==> config.mk <==
export PLATFORM = sky130hd
export DESIGN_NAME = phase_timer_bank
export DESIGN_NICKNAME = d
export VERILOG_FILES = /design/src/rtl/phase_timer_pkg.sv /design/src/rtl/phase_timer_ch.sv /design/src/rtl/phase_timer_bank.sv
export SDC_FILE = /design/constraint.sdc
export NUM_CORES = 1
export LEC_CHECK = 0
export CORE_ASPECT_RATIO = 0.75
export CORE_MARGIN = 2
export CORE_UTILIZATION = 52
export DETAILED_ROUTE_END_ITERATION = 10
export HOLD_SLACK_MARGIN = 0.02
export PLACE_DENSITY = 0.89
export SLEW_MARGIN = 20
export SYNTH_ARGS = -nofsm -noshare
export SYNTH_HDL_FRONTEND = slang
export SYNTH_SLANG_ARGS = --single-unit
==> constraint.sdc <==
create_clock -name clk -period 2.63 [get_ports clk]
set_input_delay 0.3945 -clock clk [delete_from_list [all_inputs] [get_ports clk]]
set_output_delay 0.3945 -clock clk [all_outputs]
set_load 0.01 [all_outputs]
==> src/rtl/phase_timer_pkg.sv <==
// Shared definitions for the phase timer bank.
//   state_e  : per-channel timer state (IDLE / RUN / DONE), 2-bit encoding
//   PT_WIDTH : default count width in ticks
package phase_timer_pkg;

   localparam int PT_WIDTH = 8;

   typedef enum logic [1:0] {
      ST_IDLE = 2'd0,
      ST_RUN  = 2'd1,
      ST_DONE = 2'd2
   } state_e;

endpackage

==> src/rtl/phase_timer_ch.sv <==
// One down-count timer channel.
// Ports:
//   clk, reset             clock, synchronous active-high reset
//   tick_en                shared one-second strobe
//   start, abort, pause    channel controls (pulse, pulse, level)
//   auto_reload            mode captured with start (1 = periodic)
//   load_value             period captured with start
//   busy                   channel in RUN
//   expired                sticky done flag
//   expired_pulse          one-cycle strobe on each expiry
//   time_left              current count
module phase_timer_ch
   import phase_timer_pkg::*;
#(
   parameter int WIDTH = PT_WIDTH
) (
   input  logic             clk,
   input  logic             reset,
   input  logic             tick_en,
   input  logic             start,
   input  logic             abort,
   input  logic             pause,
   input  logic             auto_reload,
   input  logic [WIDTH-1:0] load_value,
   output logic             busy,
   output logic             expired,
   output logic             expired_pulse,
   output logic [WIDTH-1:0] time_left
);

   state_e           state_q, state_d;
   logic [WIDTH-1:0] count_q, count_d;
   logic [WIDTH-1:0] reload_q, reload_d;
   logic             mode_q, mode_d;
   logic             expired_q, expired_d;
   logic             pulse_q, pulse_d;

   always_comb begin
      state_d   = state_q;
      count_d   = count_q;
      reload_d  = reload_q;
      mode_d    = mode_q;
      expired_d = expired_q;
      pulse_d   = 1'b0;
      if (abort) begin
         state_d   = ST_IDLE;
         count_d   = '0;
         expired_d = 1'b0;
      end else if (start) begin
         // A restart swallows any expiry that would have happened this cycle.
         state_d   = ST_RUN;
         count_d   = load_value;
         reload_d  = load_value;
         mode_d    = auto_reload;
         expired_d = 1'b0;
      end else if (state_q == ST_RUN) begin
         if (count_q == '0) begin
            // Zero period: expire once without waiting for a tick, and never
            // reload, so a periodic zero-length timer cannot oscillate.
            state_d   = ST_DONE;
            expired_d = 1'b1;
            pulse_d   = 1'b1;
         end else if (tick_en && !pause) begin
            if (count_q == WIDTH'(1)) begin
               expired_d = 1'b1;
               pulse_d   = 1'b1;
               if (mode_q) begin
                  count_d = reload_q;
               end else begin
                  count_d = '0;
                  state_d = ST_DONE;
               end
            end else begin
               count_d = count_q - WIDTH'(1);
            end
         end
      end
   end

   always_ff @(posedge clk) begin
      if (reset) begin
         state_q   <= ST_IDLE;
         count_q   <= '0;
         reload_q  <= '0;
         mode_q    <= 1'b0;
         expired_q <= 1'b0;
         pulse_q   <= 1'b0;
      end else begin
         state_q   <= state_d;
         count_q   <= count_d;
         reload_q  <= reload_d;
         mode_q    <= mode_d;
         expired_q <= expired_d;
         pulse_q   <= pulse_d;
      end
   end

   assign busy          = (state_q == ST_RUN);
   assign expired       = expired_q;
   assign expired_pulse = pulse_q;
   assign time_left     = count_q;

endmodule

==> src/rtl/phase_timer_bank.sv <==
// Bank of NUM_CH independent phase timers sharing one tick strobe.
// Ports:
//   clk, reset      clock, synchronous active-high reset
//   tick_en         shared one-second strobe
//   start/abort     per-channel pulses
//   pause           per-channel hold level
//   auto_reload     per-channel mode, sampled with start
//   load_value      per-channel period, ch i = [i*WIDTH +: WIDTH]
//   busy, expired, expired_pulse, time_left   per-channel status
//   any_expired     OR of expired
module phase_timer_bank
   import phase_timer_pkg::*;
#(
   parameter int NUM_CH = 4,
   parameter int WIDTH  = PT_WIDTH
) (
   input  logic                    clk,
   input  logic                    reset,
   input  logic                    tick_en,
   input  logic [NUM_CH-1:0]       start,
   input  logic [NUM_CH-1:0]       abort,
   input  logic [NUM_CH-1:0]       pause,
   input  logic [NUM_CH-1:0]       auto_reload,
   input  logic [NUM_CH*WIDTH-1:0] load_value,
   output logic [NUM_CH-1:0]       busy,
   output logic [NUM_CH-1:0]       expired,
   output logic [NUM_CH-1:0]       expired_pulse,
   output logic [NUM_CH*WIDTH-1:0] time_left,
   output logic                    any_expired
);

   for (genvar i = 0; i < NUM_CH; i++) begin : g_ch
      phase_timer_ch #(.WIDTH(WIDTH)) u_ch (
         .clk           (clk),
         .reset         (reset),
         .tick_en       (tick_en),
         .start         (start[i]),
         .abort         (abort[i]),
         .pause         (pause[i]),
         .auto_reload   (auto_reload[i]),
         .load_value    (load_value[i*WIDTH +: WIDTH]),
         .busy          (busy[i]),
         .expired       (expired[i]),
         .expired_pulse (expired_pulse[i]),
         .time_left     (time_left[i*WIDTH +: WIDTH])
      );
   end

   assign any_expired = |expired;

endmodule
# Word level (Yosys, flattened, before mapping)
# Index checks and enable logic that the tools add are counted.
dict set report word_totals {
  regBits 84
  in_bits 51
  output_inout_bits 45
}
dict set report op_classes {
  n_addsub 4
  eq_ne 20
  muxes 72
  bitwise 8
  n_reduce_logical 69
}
# operator count
set op_table {}
lappend op_table {{2-to-1 mux 8 bit} 24}
lappend op_table {{equality test 8 x 1 -> 1 bit (second input constant)} 4}
lappend op_table {{zero test 8 bit} 4}
lappend op_table {{2-to-1 mux 1 bit} 32}
lappend op_table {{2-to-1 mux 2 bit} 16}
lappend op_table {{AND reduction 4 bit} 8}
lappend op_table {{nonzero test 2 bit} 16}
lappend op_table {{subtractor 8 x 1 -> 8 bit (second input constant)} 4}
lappend op_table {{AND reduction 3 bit} 8}
lappend op_table {{nonzero test 3 bit} 8}
lappend op_table {{OR reduction 4 bit} 5}
lappend op_table {{inequality test 2 bit (second input constant)} 8}
lappend op_table {{inequality test 3 bit (second input constant)} 4}
lappend op_table {{OR reduction 3 bit} 4}
lappend op_table {{equality test 2 x 1 -> 1 bit (second input constant)} 4}
lappend op_table {{NOT 1 bit} 8}
lappend op_table {{AND reduction 2 bit} 4}
lappend op_table {{OR reduction 2 bit} 4}
lappend op_table {{logical AND 1 bit} 4}
lappend op_table {{zero test 1 bit} 4}

# Longest topological paths before layout
# Gate-level depths: netlist (run 1).
dict set report logic_depth {
  ltp_word 6
  depth_mapped 8
  mapped_depth_nobuf 7
}

# Modules after synthesis
# A second synthesis (run 1) with hierarchy kept.
dict set report hier_totals {
  hier_cells 569
  area_unflattened_um2 4887.2
}
# module n_inst cells_each area_per_inst_um2 seq_area_each_um2
set modules_own_cells {}
lappend modules_own_cells {phase_timer_ch 4 142 1219.9 420.4}
lappend modules_own_cells {phase_timer_bank 1 1 7.5 0.0}

# Least setup slack after synthesis (run 1)
# Ideal clock, no wire load.
dict set report synth_timing {
  path_kind {reg2reg}
  startpoint {register g_ch[3].u_ch.count_q[1]}
  endpoint {register g_ch[3].u_ch.count_q[3]}
  setup_time_ns 0.117
  arrival_ns 1.794
  setup_slack_ns 0.718
  path_stages_with_launch 8
  n_path_buf 1
  period_less_slack_ns 1.912
  cell_sequence {dfxtp_1 > inv_1 > ha_1 > nor4b_1 > and2_1 > buf_4 > a311o_1 > a32o_1}
}
dict set report synth_between {
  elab_chain_len 6
  word_cells_on_any_way 10
}
# element line_no
set synth_lines {}
lappend synth_lines {{start: declaration} phase_timer_ch.sv:32} ;# logic [WIDTH-1:0] count_q, count_d;
lappend synth_lines {{start signal: assignment} phase_timer_ch.sv:90} ;# count_q <= count_d;
lappend synth_lines {{subtractor 8 x 1 -> 8 bit or equality test 8 x 1 -> 1 bit (tied branches)} {phase_timer_ch.sv:74, phase_timer_ch.sv:64}}
lappend synth_lines {{2-to-1 mux 8 bit} phase_timer_ch.sv:64} ;# if (count_q == WIDTH'(1)) begin
lappend synth_lines {{2-to-1 mux 8 bit} phase_timer_ch.sv:63} ;# end else if (tick_en && !pause) begin
lappend synth_lines {{2-to-1 mux 8 bit} phase_timer_ch.sv:57} ;# if (count_q == '0) begin
lappend synth_lines {{2-to-1 mux 8 bit} phase_timer_ch.sv:56} ;# end else if (state_q == ST_RUN) begin
lappend synth_lines {{2-to-1 mux 8 bit} phase_timer_ch.sv:49} ;# end else if (start) begin
# Several ways; a longest one is shown, not always the timed one. The select of a mux whose other input is x is not followed.
# A chain may end at the register's enable or synchronous reset.

# Worst setup path after layout (run 1)
# Same ends and word-level chain as after synthesis.

==> impl_metrics.tcl, run 1 <==
set metrics [dict create \
    status "finished, violations left" \
    violations "design-rule violations" \
    synth_compound_area_frac 0.231 \
    place_inst 765 \
    synth_cell_types 61 \
    initial_utilization 0.542 \
    drv_slew 0 \
    synth-seq-cells 84 \
    hold_path.class "register to register" \
    yosysWarnings 0 \
    avgSynthCellArea_sq_um 7.81 \
    grt_pass1_wl_microns 21500 \
    layout.cells.non_filler 777 \
    p_clk_frac 0.360 \
    final_layout_size_suffix_gt1_frac 0.0523 \
    ant_nets 0 \
    clk_latency_ns 0.33 \
    antenna_found_initial 0 \
    grt_max_degree 25 \
    p_sw_w 0.000820 \
    synth_edf_count 0 \
    multi_input_area_sq_um 2640 \
    syn_area_sq_um 4640 \
    synthCells 595 \
    row_count 29 \
    avgViaCountPerCell 6.12 \
    first_global_vias 4408 \
    synth_top_flop_cell "dfxtp_1" \
    clk_pin_slew_worst_paths_ns 0.06 \
    whs_ns 0.454 \
    area_growth_pct 25.9 \
    wire_per_inst_microns 17.1 \
    dpl-instance-area_sq_um 5600 \
    coreArea_sq_um 8560 \
    crit_fanout 13 \
    synth_top_family_by_area "simple AND/OR/NAND/NOR gates" \
    seqPwrFrac 0.454 \
    cp-end-kind "register" \
    tritoncts "yes" \
    synth_mux_area_frac 0.0154 \
    diodes 0 \
    p_comb_frac 0.186 \
    dp_hpwl_microns 9550 \
    fin_crit_sh 0.909 \
    p_per_area_nw_per_um2 525 \
    grt_overflow 0 \
    crit_family "simple AND/OR/NAND/NOR gates" \
    period_needed_ns 2.39 \
    port_buffers 95 \
    synth_nets 658 \
    required_ns 2.85 \
    p_int_w 0.00225 \
    synth_xor_area_frac 0.0189 \
    ff_latch_area_sq_um 1680 \
    fillers 729 \
    hold_buffers 0 \
    fp.dieArea_sq_um 9710 \
    cp-start-kind "register" \
    die_w_microns 113 \
    async_flop_share 0 \
    rsz0062_at_grt "false" \
    finalSetupViolations 0 \
    skew_ns 0.00539 \
    vias 4756 \
    critPathArrivalTime_ns 2.61 \
    swShare 0.267 \
    htree_levels 3 \
    post-cts-setup-buffers 0 \
    slew_headroom 0.507 \
    die_h_microns 85.8 \
    clockBufferDepth 2 \
    yosysSeqAreaShare 0.362 \
    cts_sinks 84 \
    synth-simple-area-share 0.272 \
    critPathBufInv 1 \
    cp_slowest_cell "and2_1" \
    cpPeakStageDelay_ns 0.49 \
    nNetsFinal 731 \
    power_leakage_nw 2.12 \
    grt_use_total 0.272 \
    place_congestion 0.949 \
    worst_pin_slew_ns 0.737 \
    final_design_area_no_fill_sq_um 5850 \
    io_pins 96 \
    drt-initial-drc-count 422 \
    crit_chain "inv_1 > ha_1 > nor4b_1 > and2_1 > nor2_1 > a311o_1 > a32o_1" \
    hold_violations 0 \
    drv_cap 0 \
    crit_type "register to register" \
    synth_adder_area_share 0.0323 \
    clockRootBuffer "clkbuf_16" \
    ir_worst_vdd_v 0.000345 \
    cts-resized-gates 0 \
    totalWireLength_microns 13300 \
    cts_buffers 9 \
    setup_tns_ns 0 \
    drt_pass1_iterations 8 \
    fmax_mhz 419 \
    drc_errors 5 \
]
[synthesized netlist by cell type, types with 4 or more instances]
cell	number	area, sq um
nand2_1	94	353
dfxtp_1	84	1680
a21oi_1	67	335
nor2_1	51	191
clkbuf_1	27	101
inv_1	22	82.6
a31oi_1	17	106
nor2b_1	17	106
nor3_1	17	85.1
buf_4	15	113
o21ai_0	15	75.1
ha_1	12	150
nand2b_1	11	68.8
o31ai_1	11	82.6
and3_1	8	50.1
nand3_1	8	40.0
xnor2_1	8	70.1
a311oi_1	7	61.3
a32o_1	7	70.1
a22o_1	6	52.6
mux2i_1	6	60.1
o211ai_1	6	45.0
or3_1	6	37.5
a311o_1	4	40.0
and3b_1	4	35.0
nor3b_1	4	30.0
nor4b_1	4	35.0
[state kept, by name, indices dropped and copies added (netlist names)]
signal                   cells
g_ch.u_ch.state_q            8
g_ch.u_ch.reload_q          32
g_ch.u_ch.time_left         32
g_ch.u_ch.mode_q             4
g_ch.u_ch.expired_pulse      4
g_ch.u_ch.expired            4
[stage by stage]
| step | utilization | power (W) | setup slack (ns) |
|---|---|---|---|
| after floorplan | - | 0.00174 | 0.718 |
| after global placement | 0.654 | 0.00196 | 0.435 |
| after detailed placement | 0.654 | 0.00198 | 0.279 |
| after CTS | 0.683 | 0.00308 | 0.276 |
| after global routing | 0.683 | 0.00320 | 0.127 |
| final | 0.683 | 0.00307 | 0.241 |
[power by group through the flow]
stage          clock, W  sequential [W]  combinational, W
4_1_cts         0.00112         0.00139          0.000564
3_3_place_gp          0         0.00141          0.000543
3_5_place_dp          0         0.00142          0.000561
5_1_grt         0.00117         0.00140          0.000624
2_1_floorplan         0         0.00140          0.000338
6_report        0.00110         0.00139          0.000573
[cell type report]
class                   instances  area share
repair buffers                108       0.181
clock buffers                  12      0.0421
flip-flops and latches         84       0.287
inverters                      22      0.0141
well taps                     108      0.0231
multi-input cells             443       0.452
[metal layers]
metal / vias to the layer above / part of all wire / track usage
met4: 0 / 0.016 / 0.0721
met1: 2230 / 0.44 / 0.366
met5: - / 0 / 0
li1: 2260 / - / -
met2: 239 / 0.47 / 0.444
met3: 27 / 0.082 / 0.0601
[tightest hold or removal path, delay by kind of cell, from the launching register on]
kind | cells | cell delay (ns)
DFF | 1 | 0.30
and+or+nand+nor | 1 | 0.05
AOI/OAI and AO/OA | 1 | 0.05
[placed cells by master, fill, tap and decap left out, types with 8 or more instances in the layout]
master           count
nor3_1              17
o21ai_0             15
o31ai_1             11
nand2_1             94
nor2b_1             17
xnor2_1              8
dfxtp_1             84
nand2b_1            11
a21oi_1             67
and3_1               8
nand3_1              8
nor2_1              51
clkdlybuf4s50_1     95
buf_4               12
clkbuf_16            9
ha_1                12
inv_1               22
a31oi_1             17
[kinds of logic after synthesis]
family,count (synthesis)
AO/OA/AOI/OAI,165
XOR/XNOR,10
buffers and inverters,68
multiplexers,7
flip-flops,84
adder cells (fa/ha/maj),12
AND/OR/NAND/NOR,249
[path summary, 6_finish.rpt]
check / start / depth (start not counted) / to / slack, ns
worst max-delay path: g_ch[3].u_ch.time_left[1]$_SDFFE_PP0P_ / 7 / g_ch[3].u_ch.time_left[3]$_SDFFE_PP0P_ / 0.24
worst max register to register: g_ch[3].u_ch.time_left[1]$_SDFFE_PP0P_ / 7 / g_ch[3].u_ch.time_left[3]$_SDFFE_PP0P_ / 0.24
worst min register to register: g_ch[1].u_ch.reload_q[1]$_SDFFE_PP0P_ / 2 / g_ch[1].u_ch.reload_q[1]$_SDFFE_PP0P_ / 0.45
worst min-delay path: g_ch[1].u_ch.reload_q[1]$_SDFFE_PP0P_ / 2 / g_ch[1].u_ch.reload_q[1]$_SDFFE_PP0P_ / 0.45
(Power assumes the default switching activity.)
==> run 2: changes to the inputs <==
--- a/config.mk
+++ b/config.mk
@@ -8,6 +8,7 @@
 export CORE_ASPECT_RATIO = 0.75
 export CORE_MARGIN = 2
 export CORE_UTILIZATION = 52
+export CTS_CLUSTER_SIZE = 24
 export DETAILED_ROUTE_END_ITERATION = 10
 export HOLD_SLACK_MARGIN = 0.02
 export PLACE_DENSITY = 0.89
==> results of run 2 <==
Same layout as run 1: the final DEF is identical, and so are final timing and power.
